<file path="src/rtl/mad_int_controller.sv">
// Edge-triggered interrupt controller: pending/mask/priority, fixed-length Int pulse, held vector until IntAck.
// Optional `MAD_INT_SYNC_EN adds a two-flop synchronizer on every Irq line (+2 cycles latency).
module mad_int_controller #(
  parameter int NUM_SRC   = 4,
  parameter int VEC_W     = 2,
  parameter int PULSE_LEN = 2
) (
  input  logic               Clk,
  input  logic               Rst,
  input  logic [NUM_SRC-1:0] Irq,
  input  logic [NUM_SRC-1:0] Mask,
  input  logic               IntAck,
  output logic               Int,
  output logic [VEC_W-1:0]   IntVec,
  output logic [NUM_SRC-1:0] Pending,
  output logic               Busy
);

  localparam int CNT_W = (PULSE_LEN > 1) ? $clog2(PULSE_LEN) : 1;

  typedef enum logic [1:0] {IDLE, ASSERT, WAIT_ACK} state_t;

  state_t             state_q;
  logic [CNT_W-1:0]   cnt_q;
  logic               int_q;
  logic [VEC_W-1:0]   vec_q;
  logic [NUM_SRC-1:0] pending_q, pending_d;
  logic [NUM_SRC-1:0] irq_s, irq_q, rise, avail, clr;
  logic [VEC_W-1:0]   sel;

`ifdef MAD_INT_SYNC_EN
  logic [NUM_SRC-1:0] sync1_q, sync2_q;

  // Synchronizer keeps sampling through reset so a level held across release is not an edge.
  always_ff @(posedge Clk) begin
    sync1_q <= Irq;
    sync2_q <= sync1_q;
  end
  assign irq_s = sync2_q;
`else
  assign irq_s = Irq;
`endif

  always_ff @(posedge Clk) begin
    irq_q <= irq_s;
  end

  assign rise  = irq_s & ~irq_q;
  assign avail = pending_q & ~Mask;

  always_comb begin
    sel = '0;
    for (int i = NUM_SRC - 1; i >= 0; i--) begin
      if (avail[i]) sel = VEC_W'(i);
    end
  end

  always_comb begin
    clr = '0;
    if (state_q == WAIT_ACK && IntAck) clr = NUM_SRC'(1) << vec_q;
  end

  // A fresh edge on the bit being acknowledged survives the clear.
  assign pending_d = (pending_q & ~clr) | rise;

  always_ff @(posedge Clk) begin
    if (Rst) pending_q <= '0;
    else     pending_q <= pending_d;
  end

  always_ff @(posedge Clk) begin
    if (Rst) begin
      state_q <= IDLE;
      cnt_q   <= '0;
      int_q   <= 1'b0;
      vec_q   <= '0;
    end else begin
      case (state_q)
        IDLE: begin
          if (|avail) begin
            vec_q   <= sel;
            int_q   <= 1'b1;
            cnt_q   <= CNT_W'(PULSE_LEN - 1);
            state_q <= ASSERT;
          end
        end
        ASSERT: begin
          if (cnt_q != '0) begin
            cnt_q <= cnt_q - 1'b1;
          end else begin
            int_q   <= 1'b0;
            state_q <= WAIT_ACK;
          end
        end
        WAIT_ACK: begin
          if (IntAck) state_q <= IDLE;
        end
        default: state_q <= IDLE;
      endcase
    end
  end

  assign Int     = int_q;
  assign IntVec  = vec_q;
  assign Pending = pending_q;
  assign Busy    = (state_q != IDLE);

endmodule

</file>
<file path="config.mk">
export PLATFORM = sky130hd
export DESIGN_NAME = mad_int_controller
export DESIGN_NICKNAME = d
export VERILOG_FILES = /design/src/rtl/mad_int_controller.sv
export SDC_FILE = /design/constraint.sdc
export NUM_CORES = 1
export LEC_CHECK = 0
export CAP_MARGIN = 20
export CORE_MARGIN = 2
export CORE_UTILIZATION = 42
export DETAILED_ROUTE_END_ITERATION = 8
export PLACE_DENSITY = 0.72
export SLEW_MARGIN = 20
export SYNTH_ARGS = -nofsm -noshare
export SYNTH_HDL_FRONTEND = slang
export SYNTH_SLANG_ARGS = --single-unit
</file>
<file path="constraint.sdc">
create_clock -name Clk -period 1.2 [get_ports Clk]
set_input_delay 0.12 -clock Clk [delete_from_list [all_inputs] [get_ports Clk]]
set_output_delay 0.12 -clock Clk [all_outputs]
set_load 0.02 [all_outputs]
</file>
==> flow_summary.json <==
{
  "grt_pass1_vias": 390,
  "layout_setup_ws_ns": 0.0402,
  "clkSlewWorstSetupHoldPaths_ns": 0.08,
  "drt_first_pass_iters": 2,
  "arrival_ns": 1.31,
  "worstSetupPathType": "reg -> reg",
  "crit_path_end_kind": "register",
  "grt_max_degree": 11,
  "cts.sinks": 14,
  "placed_cells": 92,
  "detail_route.vias_per_cell": 4.98,
  "synthCells": 55,
  "path_delay_family": "compound AO/OA/AOI/OAI gates",
  "io_buffers": 18,
  "setup_viol_count_final": 0,
  "start_util": 0.437,
  "clockBufferDepth": 2,
  "p_leak_uw": 0.000344,
  "p_per_area_mw_per_mm2": 1280,
  "skew_ns": 0.00721,
  "drive_above_1_share": 0.188,
  "setup.worst_path.end": "state_q[0]",
  "drc": 0,
  "multi_input_area_um2": 265,
  "pre_cts_ws_ns": -0.170,
  "crit_chain": "nor2b_2 -> o41ai_2 -> a21oi_1",
  "ys_types": 23,
  "cts_buffers": 3,
  "synthesis.nets": 66,
  "die_y_um": 40.3,
  "reg2regPathDepth": 3,
  "startpoint": "Pending[2]",
  "max_cap_violations": 0,
  "avgRoutedWirePerCell_um": 11.2,
  "critPathMaxFanout": 3,
  "min_period_ns": 1.16,
  "n_antenna_cell": 0,
  "vias": 473,
  "fmax_ghz": 0.862,
  "post-route-period-util": 0.967,
  "max_stage_delay_ns": 0.42,
  "routed_wl_um": 1060,
  "path_buf_inv": 0,
  "synth-seq-cells": 14,
  "hold_path.class": "in -> reg",
  "start_kind": "register",
  "status": "complete, no violations",
  "yosysWarnings": 0,
  "io_pins": 19,
  "netlist_area_um2": 554,
  "htree_levels": 1,
  "r2r_start": "Pending[2]",
  "r2r_slack_ns": 0.04,
  "relSlewSlack": 0.739,
  "layout.nets": 93,
  "fin_area_um2": 798,
  "drtIter0Drc": 3,
  "syn_to_final_growth_pct": 44.0,
  "die_area_mm2": 0.00163,
  "power.switching_uw": 278,
  "cts_root_buf": "clkbuf_4",
  "holdBufCountCts": 0,
  "pwr-share-comb": 0.230,
  "clk_latency_ns": 0.28,
  "placed_area_um2": 787,
  "whs_ns": 0.309,
  "core_mm2": 0.00127,
  "place_hpwl_um": 809,
  "dieWidth_um": 40.3,
  "seqPwrFrac": 0.517,
  "clkPwrFrac": 0.253,
  "r2r-end": "state_q[0]",
  "critPathSlowestCell": "o41ai_2",
  "switching_share": 0.272,
  "seq_area_frac_synth": 0.506,
  "finalHoldViolCount": 0,
  "fillers": 108,
  "async_flop_share": 0,
  "synth_edf_count": 0,
  "critPathRequiredTime_ns": 1.35,
  "antenna_left": 0,
  "finalMaxSlewViolations": 0,
  "syn_area_per_cell_um2": 10.1,
  "p_int_uw": 741,
  "grt_pass1_wl_um": 1500,
  "antenna_found_initial": 0,
  "row_count": 13,
  "worst-path-stages": 3,
  "cts_tree": "yes",
  "grt_overflow": 0,
  "gp_congestion": 0.724,
  "grtUsageTotal": 0.146,
  "ff_latch_area_um2": 280,
  "ys.flop_type": "dfxtp_1",
  "ir_worst_vdd_v": 0.000772,
  "finalNonFillerCells": 95,
  "finalPower_uw": 1020,
  "worstMarginPinSlew_ns": 0.391
}
cells by family (layout without fill, tap and decap cells):
logic type             after synthesis  after routing  synth area share
AND/OR/NAND/NOR                     20             20             0.255
buffers and inverters                3             28            0.0203
flip-flops                          14             14             0.506
AO/OA/AOI/OAI                       18             18             0.219
synth_stat cells, types with 2 or more instances:
cell	number	area, um^2
o21ai_0	5	25.0
nand2b_1	7	43.8
nor2b_1	2	12.5
nor2_1	2	7.51
inv_1	2	7.51
a21oi_1	7	35.0
dfxtp_1	14	280
how the worst min path moves through the flow:
| stage | to | slack, ns | depth (start not counted) | start |
|---|---|---|---|---|
| after CTS | irq_q[3] | 0.31 | 1 | Irq[3] |
| after detailed placement | Int | 0.48 | 2 | Int |
| after global placement | Int | 0.47 | 2 | Int |
| after floorplan | irq_q[0] | 0.15 | 0 | Irq[0] |
| final | irq_q[1] | 0.31 | 1 | Irq[1] |
| after global routing | irq_q[3] | 0.31 | 1 | Irq[3] |
stage by stage:
stage | setup TNS [ns] | util
5_1_grt | -0.00225 | 0.629
4_1_cts | 0 | 0.630
2_1_floorplan | 0 | -
6_report | 0 | 0.629
3_5_place_dp | -0.698 | 0.620
3_3_place_gp | -0.646 | 0.620
layout by cell type, fill, tap and decap left out:
cell type	instances
dfxtp_1	14
clkdlybuf4s50_1	10
nand2b_1	7
a21oi_1	7
dlygate4sd2_1	7
o21ai_0	5
buf_4	5
clkbuf_4	3
inv_1	2
nor2_1	2
nor2_4	1
nor2b_4	1
nor2b_2	1
nor2b_1	1
and2b_2	1
o41ai_2	1
o21ai_1	1
or2b_1	1
a221oi_1	1
nand4bb_1	1
nand3b_1	1
a21o_1	1
nor3_1	1
a2111oi_2	1
nand4b_1	1
o22a_1	1
nand2_1	1
clkbuf_2	1
registers in the layout, indices dropped and copies added (netlist names):
name / flops
IntVec: 2
irq_q: 4
Int: 1
cnt_q: 1
state_q: 2
Pending: 4
layout make-up:
| class | count | area share |
|---|---|---|
| flip-flops and latches | 14 | 0.351 |
| multi-input cells | 38 | 0.332 |
| repair buffers | 23 | 0.255 |
| clock buffers | 3 | 0.0282 |
| well taps | 15 | 0.0235 |
| inverters | 2 | 0.00940 |
timing repair:
item                                    CTS  global route
setup buffers                             0             0
resized for setup                         8             3
cloned                                    0             0
endpoints found under the setup margin    8             2
layer usage:
metal | track usage | vias to the layer above | routed length (um)
li1 | - | 245 | -
met1 | 0.177 | 217 | 541
met2 | 0.214 | 9 | 467
met3 | 0.0500 | 2 | 41
met4 | 0.100 | 0 | 14
met5 | 0 | - | 0
power by group through the flow:
stage | logic (uW) | clock network [uW] | registers, uW
final | 234 | 258 | 527
after global routing | 253 | 279 | 531
after detailed placement | 253 | 0 | 538
after global placement | 250 | 0 | 537
after CTS | 236 | 263 | 527
after floorplan | 101 | 0 | 564
No activity file was read; power rests on OpenSTA's default activity.
